$ cat config.mk
export PLATFORM = sky130hd
export DESIGN_NAME = ip_result_fifo
export DESIGN_NICKNAME = d
export VERILOG_FILES = /design/src/rtl/ip_result_fifo.sv
export SDC_FILE = /design/constraint.sdc
export NUM_CORES = 1
export LEC_CHECK = 0
export ABC_AREA = 1
export BUFFER_PORTS_ARGS = -buffer_cell sky130_fd_sc_hd__buf_4
export CORE_ASPECT_RATIO = 1.5
export CORE_MARGIN = 2
export CORE_UTILIZATION = 50
export CTS_CLUSTER_DIAMETER = 40
export CTS_CLUSTER_SIZE = 25
export DETAILED_ROUTE_END_ITERATION = 12
export PLACE_DENSITY = 0.7
export SLEW_MARGIN = 5
export SYNTH_ARGS = -nofsm -noshare
export SYNTH_HDL_FRONTEND = slang
export SYNTH_SLANG_ARGS = --single-unit
$ cat constraint.sdc
create_clock -name clk -period 2.5 [get_ports clk]
set_clock_uncertainty 0.1 [all_clocks]
set_input_delay 0.25 -clock clk [delete_from_list [all_inputs] [get_ports clk]]
set_output_delay 0.25 -clock clk [all_outputs]
set_load 0.1 [all_outputs]
$ cat src/rtl/ip_result_fifo.sv
// Capture stage for ip_full results: samples {dout_a, dout_b} on each rising edge of ready
// into a first-word-fall-through FIFO. Optional drop counter via IP_RESULT_FIFO_DROP_CNT_EN.
module ip_result_fifo #(
    parameter int unsigned DEPTH = 4,
    parameter int unsigned A_W   = 8,
    parameter int unsigned B_W   = 4
) (
    input  logic                       clk,
    input  logic                       rst,
    input  logic [A_W-1:0]             in_a,
    input  logic [B_W-1:0]             in_b,
    input  logic                       in_ready,
    output logic                       out_valid,
    input  logic                       out_ready,
    output logic [A_W-1:0]             out_a,
    output logic [B_W-1:0]             out_b,
    output logic [$clog2(DEPTH):0]     count,
`ifdef IP_RESULT_FIFO_DROP_CNT_EN
    output logic [7:0]                 drop_cnt,
`endif
    output logic                       full,
    output logic                       empty,
    output logic                       overflow
);

    localparam int unsigned PW = $clog2(DEPTH);
    localparam int unsigned CW = PW + 1;
    localparam int unsigned EW = A_W + B_W;

    logic [EW-1:0] mem_q [DEPTH];
    logic [EW-1:0] head;

    logic          ready_q, ready_d;
    logic [PW-1:0] wr_ptr_q, wr_ptr_d;
    logic [PW-1:0] rd_ptr_q, rd_ptr_d;
    logic [CW-1:0] count_q, count_d;
    logic          overflow_q, overflow_d;

    logic capture, push, pop, drop;

    always_comb begin
        capture    = in_ready & ~ready_q;
        empty      = (count_q == '0);
        full       = (count_q == CW'(DEPTH));
        pop        = ~empty & out_ready;
        push       = capture & (~full | pop);
        drop       = capture & full & ~pop;

        ready_d    = in_ready;
        wr_ptr_d   = push ? wr_ptr_q + PW'(1) : wr_ptr_q;
        rd_ptr_d   = pop ? rd_ptr_q + PW'(1) : rd_ptr_q;
        overflow_d = overflow_q | drop;
        count_d    = count_q;
        case ({push, pop})
            2'b10:   count_d = count_q + CW'(1);
            2'b01:   count_d = count_q - CW'(1);
            default: count_d = count_q;
        endcase
    end

    always_ff @(posedge clk) begin
        if (rst) begin
            ready_q    <= 1'b0;
            wr_ptr_q   <= '0;
            rd_ptr_q   <= '0;
            count_q    <= '0;
            overflow_q <= 1'b0;
        end else begin
            ready_q    <= ready_d;
            wr_ptr_q   <= wr_ptr_d;
            rd_ptr_q   <= rd_ptr_d;
            count_q    <= count_d;
            overflow_q <= overflow_d;
        end
    end

    // Storage needs no reset; occupancy alone decides what is valid.
    always_ff @(posedge clk) begin
        if (push && !rst) begin
            mem_q[wr_ptr_q] <= {in_a, in_b};
        end
    end

`ifdef IP_RESULT_FIFO_DROP_CNT_EN
    logic [7:0] drop_cnt_q, drop_cnt_d;

    always_comb begin
        drop_cnt_d = drop_cnt_q;
        if (drop && (drop_cnt_q != 8'hFF)) begin
            drop_cnt_d = drop_cnt_q + 8'd1;
        end
    end

    always_ff @(posedge clk) begin
        if (rst) begin
            drop_cnt_q <= 8'd0;
        end else begin
            drop_cnt_q <= drop_cnt_d;
        end
    end

    assign drop_cnt = drop_cnt_q;
`endif

    always_comb begin
        head      = mem_q[rd_ptr_q];
        out_valid = ~empty;
        out_a     = empty ? '0 : head[EW-1:B_W];
        out_b     = empty ? '0 : head[B_W-1:0];
        count     = count_q;
        overflow  = overflow_q;
    end

endmodule

==> summary.md <==
| Metric | Value |
|---|---|
| Status | `finished clean` |
| Synthesized area | `2447 um^2` |
| Initial Utilization | `between 50% and 60%` |
| P&R area growth vs syn | `25.92%` |
| Startpoint types | `flop` |
| Kind of critical path | `flop to primary output` |
| # IOs | `35` |
| Worst-path clk slew | `60 ps` |
| Post-Syn Instances | `218` |
| Clock Tree Buf Depth | `2` |
| Routed WL | `4.640 mm` |
| Routability cong. | `0.7268` |
| CTS tree | `done` |
| Clk_lat worst skew | `320 ps` |
| Top-count cell post-synth | `nor2_1` |
| # rows | `31` |
| XOR/XNOR Fraction of Synth Area | `less than 1%` |
| Routed len/inst | `13.93 um` |
| Ant diodes | `0` |
| Slew headroom | `68.56%` |
| Largest delay share family, worst path | `buffers and inverters` |
| Top_reg_cell synth | `edfxtp_1` |
| Total CTS buffers | `9` |
| Crit share post-route | `93.26%` |
| Register area share after synthesis | `67.89%` |
| Core area | `~4800 um^2` |
| Vias | `1670` |
| Worst hold path startpoint | `rst` |
| Synth top area share | `58.90%` |
| Fin nets | `around 280` |
| Cell Area, Placed | `~2900 um^2` |
| Yosys top cell by area | `edfxtp_1` |
| Die width | `just over 60 um` |
| Dpl hpwl | `3.061 mm` |
| Tmin final | `about 2300 ps` |
| Drt initial violations | `55` |
| Hold-fix buffers, CTS | `0` |
| Synth Area in Compound Gates | `under 10%` |
| CP arrival | `around 2000 ps` |
| Hold Path Stages | `2` |
| Initial antenna violation count | `0` |
| Commonest cells in the synthesized netlist | `56 x nor2_1, 48 x edfxtp_1, 27 x o21ai_0` |
| Setup-failing EPs final | `0` |
| Critical Path RT | `2150 ps` |
| PortBufs | `34` |
| Final Instance Area | `3082 um^2` |
| Setup Fix Bufs, Post-CTS | `0` |
| Tot GR Track Use | `a little under a fifth` |
| Synth Area per Inst | `~11 um^2` |
| Vias/cell | `around 5` |
| Fmax | `between 0.4 and 0.5 GHz` |
| Slowest cell delay on critical path | `540 ps` |
| Hold endpoint | `count[0]` |
| Max-cap violations | `0` |
| FFs w/ async S/R, synth | `0%` |
| Root Driver | `clkbuf_8` |
| Unique masters post-synth | `24` |
| CTS sink cnt | `slightly below 60` |
| Die Y | `89.69 um` |
| Final Hold Fails | `0` |
| RSZ-0062 raised after global routing | `false` |
| Maximum level of the CTS H-tree | `3` |
| Post-synthesis simple-gate area fraction | `between 10% and 20%` |
| Syn nets | `239` |
| Final TNS setup | `0 ps` |
| Fin cells | `between 300 and 400` |
| CP max stage cell | `dfxtp_1` |
| Number of synthesized flops with an enable pin | `between 40 and 50` |
| Fillers | `385` |
| Max-slew violation count | `0` |
| Static leakage | `0.001178 uW` |
| Mux contribution to synthesized area | `0%` |
| Worst R2R End | `count[2]` |
| Worst Reg2Reg Path Length in Cells | `10` |
| Die area | `approximately 5500 um^2` |
| Worst R2R Start | `count[2]` |
| Share of cells above drive strength 1 | `between 20 and 30%` |
| Largest net degree at the start of global routing | `25` |
| R2R Setup Slk | `790 ps` |
| Placed insts | `approximately 320` |
| Grt ovf | `0` |
| Synth top area cells | `edfxtp_1 59%, dfxtp_1 9.0%, nor2_1 8.6%, o21ai_0 5.5%, a21oi_1 3.7%` |
| Via count of the first global-routing pass | `approximately 1500` |
| 1st-pass router iterations | `4` |
| WP buf/inv | `2` |
| DR DRC count | `0` |
| Cell Chain, Critical Path | `buf_4 -> nor2_1 -> nor2_1 -> o21ai_0 -> a21oi_4 -> buf_4` |
| Synth Area in Adders | `approximately 2.9%` |
| Synthesis-stage register bit count | `59` |
| Slew @ Worst Pin | `471.0 ps` |
| Max VDD drop | `0.6884 mV` |
| Routed Antenna Nets | `0` |
| Nature of the critical path endpoint | `primary output` |
| Crit Path Max Fanout | `16` |
| Power per cell area | `roughly 1200 nW/um^2` |
| # resized after CTS | `0` |
| Yosys warning count | `0` |
| Min-Delay Path Class | `primary input to flop` |
| Main combinational cell family by area after synthesis | `simple AND/OR/NAND/NOR gates` |
| First-pass GRT wire length | `7.017 mm` |
==> cell type report <==
type	count	area, um^2	share of cell area [%]
clock buffer	11	131.4	4.263
clock inverter	5	20.02	0.6496
inverter	20	77.57	2.517
multi-input combinational	131	777.0	25.21
sequential	59	1673	54.28
tap	66	82.58	2.680
timing repair buffer	41	320.3	10.39
==> worst max path at each step <==
stage,endpoint,slack (ps),from,cells after the start
after floorplan,out_a[0],100,count[2],5
after global routing,out_b[2],80,flop,6
after CTS,out_b[2],140,flop,6
after detailed placement,out_b[2],500,flop,6
after global placement,out_a[0],630,flop,6
final,out_b[2],170,flop,6
==> cells in the final DEF, fill, tap and decap left out, types with 6 or more instances in the layout <==
cell	Yosys	routed
nor2_1	56	56
edfxtp_1	48	48
buf_4	2	40
o21ai_0	27	27
inv_1	17	17
a21oi_4	0	9
clkbuf_8	0	9
dfxtp_1	11	8
nand2_1	7	7
a21oi_1	18	6
==> routing by layer <==
metal	track usage, %	routed length (um)	vias to the layer above
met5	0	0	-
met4	13.83	114	0
met3	4.585	220	10
met2	30.95	2432	47
met1	20.19	1873	785
li1	-	-	828
==> per-stage QoR <==
step                      power [uW]  setup slack, ps  hold slack (ps)  utilization, %
after floorplan                 2606            95.05            203.3               -
after global placement          2933            630.4            348.4           61.42
after detailed placement        2950            498.7            347.2           61.42
after CTS                       3616            144.0            3.332           64.59
after global routing            3725            77.63            8.571           64.59
final                           3589            168.5            18.98           64.59
==> worst reg2reg max path: stages, from the launching register on <==
cell and delay [ps]:
dfxtp_4 350, inv_1 80, nand2_4 100, nand2_4 70, inv_4 80, nand2_4 60
fa_1 400, inv_1 70, nand4_1 110, a21oi_1 140, nor2_1 50
==> power by group <==
group	switching, uW	internal (uW)	leakage, uW	total [uW]
clock network	319	344	0.0000773	663
logic	1360	393	0.000573	1760
registers	44.8	1120	0.000527	1170
==> sequential cells by signal, summed over array words and instances (netlist names), named ones only <==
register,flops
count,3
mem_q,48
overflow,1
rd_ptr_q,2
ready_q,1
wr_ptr_q,2
==> logic make-up (layout without fill, tap and decap cells) <==
kind of cell / count (synthesis) / after routing
xor+xnor: 1 / 1
flops: 59 / 59
compound gates: 47 / 47
buf+inv: 28 / 77
simple gates: 78 / 78
fa+ha+maj: 5 / 5
Power figures use the tool's default switching activity.
